==> src/rtl/pipe_stage_hs.sv <==
// Pipeline stage register with valid/ready handshake, optional 2-entry skid buffer,
// synchronous flush and control-bit clearing on bubbles.
module pipe_stage_hs #(
  parameter int unsigned DATA_W = 69,
  parameter int unsigned CTRL_W = 4,
  parameter int unsigned SKID   = 1
) (
  input  logic              clk,
  input  logic              reset,
  input  logic              flush,
  input  logic              in_valid,
  output logic              in_ready,
  input  logic [CTRL_W-1:0] in_ctrl,
  input  logic [DATA_W-1:0] in_data,
  output logic              out_valid,
  input  logic              out_ready,
  output logic [CTRL_W-1:0] out_ctrl,
  output logic [DATA_W-1:0] out_data,
  output logic [1:0]        occupancy
);

  localparam bit USE_SKID = (SKID != 0);

  logic              skid_valid;
  logic [CTRL_W-1:0] skid_ctrl;
  logic [DATA_W-1:0] skid_data;
  logic              in_ready_q;

  logic              out_valid_n;
  logic [CTRL_W-1:0] out_ctrl_n;
  logic [DATA_W-1:0] out_data_n;
  logic              skid_valid_n;
  logic [CTRL_W-1:0] skid_ctrl_n;
  logic [DATA_W-1:0] skid_data_n;
  logic [1:0]        occupancy_n;
  logic              in_ready_n;

  logic in_fire_c;
  logic out_fire_c;
  logic main_free_c;

  // With the skid buffer, ready is a flop; without it, ready follows downstream.
  assign in_ready    = USE_SKID ? in_ready_q : (!out_valid || out_ready);
  assign in_fire_c   = in_valid && in_ready;
  assign out_fire_c  = out_valid && out_ready;
  assign main_free_c = !out_valid || out_fire_c;

  // Next-state for main and skid registers; flush overrides everything.
  always_comb begin
    out_valid_n  = out_valid;
    out_ctrl_n   = out_ctrl;
    out_data_n   = out_data;
    skid_valid_n = skid_valid;
    skid_ctrl_n  = skid_ctrl;
    skid_data_n  = skid_data;

    if (flush) begin
      out_valid_n  = 1'b0;
      out_ctrl_n   = '0;
      skid_valid_n = 1'b0;
      skid_ctrl_n  = '0;
    end else begin
      if (main_free_c) begin
        if (skid_valid) begin
          out_valid_n  = 1'b1;
          out_ctrl_n   = skid_ctrl;
          out_data_n   = skid_data;
          skid_valid_n = 1'b0;
          skid_ctrl_n  = '0;
        end else if (in_fire_c) begin
          out_valid_n = 1'b1;
          out_ctrl_n  = in_ctrl;
          out_data_n  = in_data;
        end else begin
          out_valid_n = 1'b0;
          out_ctrl_n  = '0;
        end
      end
      // Main is stalled: park the accepted entry behind it.
      if (USE_SKID && in_fire_c && out_valid && !out_ready) begin
        skid_valid_n = 1'b1;
        skid_ctrl_n  = in_ctrl;
        skid_data_n  = in_data;
      end
    end

    occupancy_n = 2'({1'b0, out_valid_n}) + 2'({1'b0, skid_valid_n});
    in_ready_n  = !skid_valid_n;
  end

  always_ff @(posedge clk or posedge reset) begin
    if (reset) begin
      out_valid  <= 1'b0;
      out_ctrl   <= '0;
      out_data   <= '0;
      skid_valid <= 1'b0;
      skid_ctrl  <= '0;
      skid_data  <= '0;
      occupancy  <= 2'd0;
      in_ready_q <= 1'b1;
    end else begin
      out_valid  <= out_valid_n;
      out_ctrl   <= out_ctrl_n;
      out_data   <= out_data_n;
      skid_valid <= skid_valid_n;
      skid_ctrl  <= skid_ctrl_n;
      skid_data  <= skid_data_n;
      occupancy  <= occupancy_n;
      in_ready_q <= in_ready_n;
    end
  end

endmodule

==> config.mk <==
export PLATFORM = sky130hd
export DESIGN_NAME = pipe_stage_hs
export DESIGN_NICKNAME = d
export VERILOG_FILES = /design/src/rtl/pipe_stage_hs.sv
export SDC_FILE = /design/constraint.sdc
export NUM_CORES = 1
export LEC_CHECK = 0
export CAP_MARGIN = 20
export CORE_MARGIN = 8
export CORE_UTILIZATION = 39
export DETAILED_ROUTE_END_ITERATION = 10
export GPL_ROUTABILITY_DRIVEN = 0
export HOLD_SLACK_MARGIN = 0.12
export PLACE_DENSITY = 0.75
export SLEW_MARGIN = 40
export SYNTH_ARGS = -nofsm -noshare
export SYNTH_HDL_FRONTEND = slang
export SYNTH_SLANG_ARGS = --single-unit
==> constraint.sdc <==
create_clock -name clk -period 5.75 [get_ports clk]
set_input_delay 1.4375 -clock clk [delete_from_list [all_inputs] [get_ports clk]]
set_output_delay 1.4375 -clock clk [all_outputs]
set_load 0.1 [all_outputs]
==> results_dict.tcl, run 1 <==
set metrics [dict create \
    start_util_pct 39.68 \
    power_mw 3.845 \
    grt_pass1_wl_um 24470 \
    yosys_warnings 0 \
    num-nets-final 645 \
    worstSetupPathType "in -> reg" \
    hp-class "reg -> reg" \
    max_stage_delay_ns 0.59 \
    cp_max_fo 32 \
    clock_latency_ns 0.41 \
    crit_path_top_delay_cell "buf_4" \
    synthCells 411 \
    ys_seq_elements 151 \
    end_kind "register" \
    yosysUniqueCellTypes 25 \
    cts.sinks 151 \
    mappedNetlistArea_um2 6815 \
    row_count 48 \
    layout.cells.non_filler 804 \
    die_area_um2 21960 \
    antenna_found_initial 3 \
    setup_violations 0 \
    tritoncts "built" \
    die_h_um 148.2 \
    wl_per_cell_um 18.28 \
    grt_pass1_vias 4434 \
    drv_slew 0 \
    pre_cts_slack_ns 1.986 \
    firstDrtPassIters 4 \
    p_leak_nw 3.821 \
    postRouteAntennaNets 0 \
    placed_cells 772 \
    overflow 0 \
    setup_tns_ns 0 \
    cts_buffers 17 \
    track_usage_pct 14.01 \
    clk_path_buf_depth 2 \
    area_growth_pct 27.35 \
    first_iter_violations 96 \
    portBuffers 154 \
    period_needed_ns 3.363 \
    fin_skew_ns 0.008066 \
    seq_area_frac_synth_pct 55.46 \
    worstPathCellList "clkdlybuf4s50_1 -> and4b_1 -> nor2b_4 -> buf_4 -> mux2_4" \
    vias 3948 \
    synth_area_per_cell_um2 16.58 \
    required_ns 6.05 \
    ir_drop_mv 0.2761 \
    ctsHoldBuffers 0 \
    viasPerCell 4.910 \
    drive_gt1_share_pct 56.48 \
    finalHoldViolations 0 \
    p_per_area_nw_per_um2 443.0 \
    cp_top_family "buffers and inverters" \
    diodes 0 \
    status "completed" \
    arrival_ns 3.66 \
    rsz0062_at_grt "no" \
    drc 0 \
    max_freq_ghz 0.2974 \
    yosys.area.top_type "dfrtp_1" \
    crit_buf_inv 2 \
    h-tree-depth 4 \
    grt_max_degree 108 \
    ctsResizeCount 0 \
    place_hpwl_um 10280 \
    finalCritPeriodShare_pct 58.48 \
    relSlewSlack_pct 51.15 \
    netlist_top_cells_area "dfrtp_1 (55%), mux2_2 (23%), mux2_4 (15%)" \
    core_um2 17180 \
    finalWorstSetupSlack_ns 2.387 \
    io_pins 155 \
    wl_um 14700 \
    start_kind "input port" \
    post_cts_buffers 0 \
    root_buffer "clkbuf_16" \
    yosys.area.top_type_share_pct 55.08 \
    drv_cap 0 \
    die_x_um 148.2 \
    synthesis.nets 490 \
    worst_slew_pin_slew_ns 0.7327 \
    clk_pin_slew_ns 0.06 \
]
cell usage in the layout, fill, tap and decap left out:
| cell | Yosys | routed |
|---|---|---|
| dfrtp_1 | 150 | 149 |
| mux2_2 | 141 | 141 |
| clkdlybuf4s50_1 | 0 | 77 |
| buf_2 | 11 | 77 |
| mux2_4 | 66 | 66 |
| clkbuf_16 | 0 | 17 |
| buf_4 | 2 | 5 |
| a221oi_1 | 4 | 4 |
| nor2_1 | 4 | 4 |
| nor3_1 | 4 | 4 |
| a22o_1 | 4 | 4 |
| clkbuf_8 | 0 | 3 |
| clkinvlp_4 | 0 | 3 |
| nor2b_4 | 2 | 2 |
| bufinv_16 | 0 | 2 |
| clkinv_2 | 0 | 2 |
| inv_6 | 0 | 2 |
| clkbuf_1 | 0 | 2 |
| and4b_1 | 1 | 1 |
| and3b_1 | 1 | 1 |
| nand2b_1 | 1 | 1 |
| a211oi_1 | 1 | 1 |
| a21oi_2 | 1 | 1 |
| nor3_4 | 1 | 1 |
| or3_1 | 1 | 1 |
| inv_1 | 2 | 1 |
| a21oi_1 | 1 | 1 |
| inv_8 | 0 | 1 |
| ha_1 | 1 | 1 |
| clkinv_4 | 0 | 1 |
| dfstp_2 | 1 | 1 |
| buf_12 | 6 | 1 |
| dfrtp_4 | 0 | 1 |
where the power goes:
group	internal, mW	switching (mW)
clock	0.676	0.435
combinational	0.386	0.931
sequential	1.29	0.125
total	2.35	1.49
cell usage after synthesis:
master,number
dfrtp_1,150
mux2_2,141
mux2_4,66
buf_2,11
buf_12,6
a221oi_1,4
a22o_1,4
nor2_1,4
nor3_1,4
buf_1,2
buf_4,2
buf_6,2
inv_1,2
nor2b_4,2
a211oi_1,1
a21oi_1,1
a21oi_2,1
and3b_1,1
and4b_1,1
buf_8,1
dfstp_2,1
ha_1,1
nand2b_1,1
nor3_4,1
or3_1,1
final timing paths:
kind	start	end	slack, ns	depth (start not counted)
max	out_ready	skid_data[14]	2.39	5
min	out_data[39]	out_data[39]	0.50	1
max reg2reg	in_ready	skid_data[14]	3.43	4
min reg2reg	out_data[39]	out_data[39]	0.50	1
max in group asynchronous	reset	skid_data[59]	3.14	3
min in group asynchronous	reset	out_data[9]	1.57	2
logic make-up (layout without fill, tap and decap cells):
group / Yosys count / count (layout) / share of synthesized area [%]
muxes: 207 / 207 / 37.84
DFF: 151 / 151 / 55.46
buffers and inverters: 26 / 194 / 3.562
and+or+nand+nor: 15 / 15 / 1.616
AOI/OAI and AO/OA: 11 / 11 / 1.340
adders and majority gates: 1 / 1 / 0.1836
cell type report:
type | count | area [µm²]
multi-input combinational | 234 | 2793
timing repair buffer | 160 | 1214
inverter | 2 | 15.01
clock buffer | 22 | 474.2
tap | 225 | 281.5
sequential | 151 | 3784
clock inverter | 10 | 118.9
fill | 1487 | 8497
registers in the layout, summed over array words and instances, names as in the netlist:
name,count
out_valid,1
skid_valid,1
out_data,69
in_ready,1
out_ctrl,4
occupancy,2
skid_data,69
skid_ctrl,4
metal layers:
layer  part of all wire, %  GRT usage (%)  up-vias
met2                    46          21.51      120
met3                   8.0          6.290       17
met1                    44          17.60     2004
li1                      -              -     1801
met4                   1.0          3.621        6
met5                  0.31              0        -
stage by stage:
stage	hold slack (ns)	area [µm²]	util [%]
2_1_floorplan	0.4658	6815	-
3_3_place_gp	0.4858	8449	49.19
3_5_place_dp	0.4881	8087	47.08
4_1_cts	0.5052	8680	50.53
5_1_grt	0.5142	8680	50.53
6_report	0.5016	8680	50.53
Note: power is estimated with default switching activity, not from simulation.
==> run 2, diff against run 1 <==
PLACE_DENSITY = 0.73   (was 0.75)
clock period = 3.3 ns   (was 5.75 ns; I/O delays follow)
==> results_dict.tcl, run 2 (synthesis gave the netlist of run 1 again) <==
set metrics [dict create \
    hp-class "reg -> reg" \
    root_buffer "clkbuf_16" \
    wl_um 14990 \
    cts_buffers 17 \
    reg2reg_slack_ns 1.47 \
    antenna_found_initial 0 \
    cp_max_fo 33 \
    rsz0062_at_grt "no" \
    setup_tns_ns 0 \
    r2r_start "in_ready" \
    start_kind "input port" \
    pre_cts_slack_ns 0.5160 \
    layout_common_cells "dfrtp_1 (149), mux2_2 (141), buf_4 (81)" \
    p_leak_nw 3.913 \
    crit_cells 4 \
    max_freq_ghz 0.4277 \
    hold_depth 1 \
    layout.cells.non_filler 805 \
    end_kind "register" \
    place_hpwl_um 10310 \
    status "completed" \
    worstPathCellList "clkdlybuf4s50_1 -> nor3_4 -> buf_4 -> mux2_2" \
    worstSetupPathType "in -> reg" \
    sw_frac_of_total_pct 37.27 \
    layout_commonest_cell "dfrtp_1" \
    postRouteAntennaNets 0 \
    drc 0 \
    clock_latency_ns 0.41 \
    rr_worst_depth 4 \
    combPwrFrac_pct 34.8 \
    tritoncts "built" \
    cp_top_family "buffers and inverters" \
    setup_violations 0 \
    firstDrtPassIters 4 \
    first_iter_violations 76 \
    io_pins 155 \
    clk_pin_slew_ns 0.06 \
    num-nets-final 647 \
    cts.sinks 151 \
    hp-start "skid_data[41]" \
    track_usage_pct 13.95 \
    drive_gt1_share_pct 56.03 \
    hold_end "skid_data[41]" \
    worst_slew_pin_slew_ns 0.5929 \
    p_seq_share_pct 35.7 \
    top_regs "out_data: 69 flops, skid_data: 69 flops" \
    die_h_um 148.2 \
    drv_slew 0 \
    finalCritPeriodShare_pct 70.84 \
    die_x_um 148.2 \
    finalWorstSetupSlack_ns 0.9622 \
    crit_buf_inv 2 \
    p_per_area_nw_per_um2 774.0 \
    clk_path_buf_depth 2 \
    core_um2 17180 \
    viasPerCell 4.855 \
    drv_cap 0 \
    diodes 0 \
    grt_pass1_wl_um 24480 \
    row_count 48 \
    finalHoldViolations 0 \
    p_clk_share_pct 29.4 \
    hold-worst-slack_ns 0.5069 \
    crit_path_top_delay_cell "clkdlybuf4s50_1" \
    overflow 0 \
    ctsResizeCount 0 \
    area_growth_pct 31.21 \
    fin_skew_ns 0.006869 \
    ir_drop_mv 0.4088 \
    p_int_mw 4.342 \
    max_stage_delay_ns 0.61 \
    grt_pass1_vias 4685 \
    switchingPower_mw 2.580 \
    post_cts_buffers 0 \
    required_ns 3.59 \
    period_needed_ns 2.338 \
    relSlewSlack_pct 60.39 \
    r2r-end "skid_data[22]" \
    portBuffers 154 \
    wl_per_cell_um 18.62 \
    die_area_um2 21960 \
    ctsHoldBuffers 0 \
    h-tree-depth 4 \
    grt_max_degree 66 \
    placed_cells 774 \
    vias 3908 \
    start_util_pct 39.68 \
    power_mw 6.921 \
    arrival_ns 2.63 \
]
-- run 2: worst max-delay path by stage --
stage	end	startpoint
floorplan	occupancy[0]	reset
finish	out_data[38]	flush
CTS	out_data[41]	flush
global placement	out_data[38]	flush
global route	out_data[42]	flush
detailed placement	out_data[41]	flush
-- run 2: power groups by stage --
stage	Sequential (mW)	Combinational, mW	Clock [mW]
after floorplan	3.73	0.623	0
after global placement	2.48	2.40	0
after detailed placement	2.49	2.43	0
after CTS	2.47	2.44	2.09
after global routing	2.52	2.50	2.16
final	2.47	2.41	2.04
-- run 2: per-stage QoR --
step                      util (%)  instance area (µm²)
after floorplan                  -                 6819
after CTS                    52.06                 8942
after global placement       48.48                 8328
after global routing         52.06                 8942
final                        52.06                 8942
after detailed placement     48.48                 8328
-- run 2: final cells by class --
type,instances,area (µm²)
Clock buffer,24,471.7
Clock inverter,7,142.6
Fill cell,1450,8234
Inverter,2,11.26
Multi-Input combinational cell,234,2793
Sequential cell,151,3784
Tap cell,225,281.5
Timing Repair Buffer,162,1459
-- run 2: layer usage --
layer	up-vias	part of all wire [%]	track usage [%]	wire, µm
met4	0	1.4	4.793	209
met1	2001	43	16.40	6515
li1	1789	-	-	-
met5	-	0	0	0
met2	102	50	23.81	7430
met3	16	5.6	4.193	838
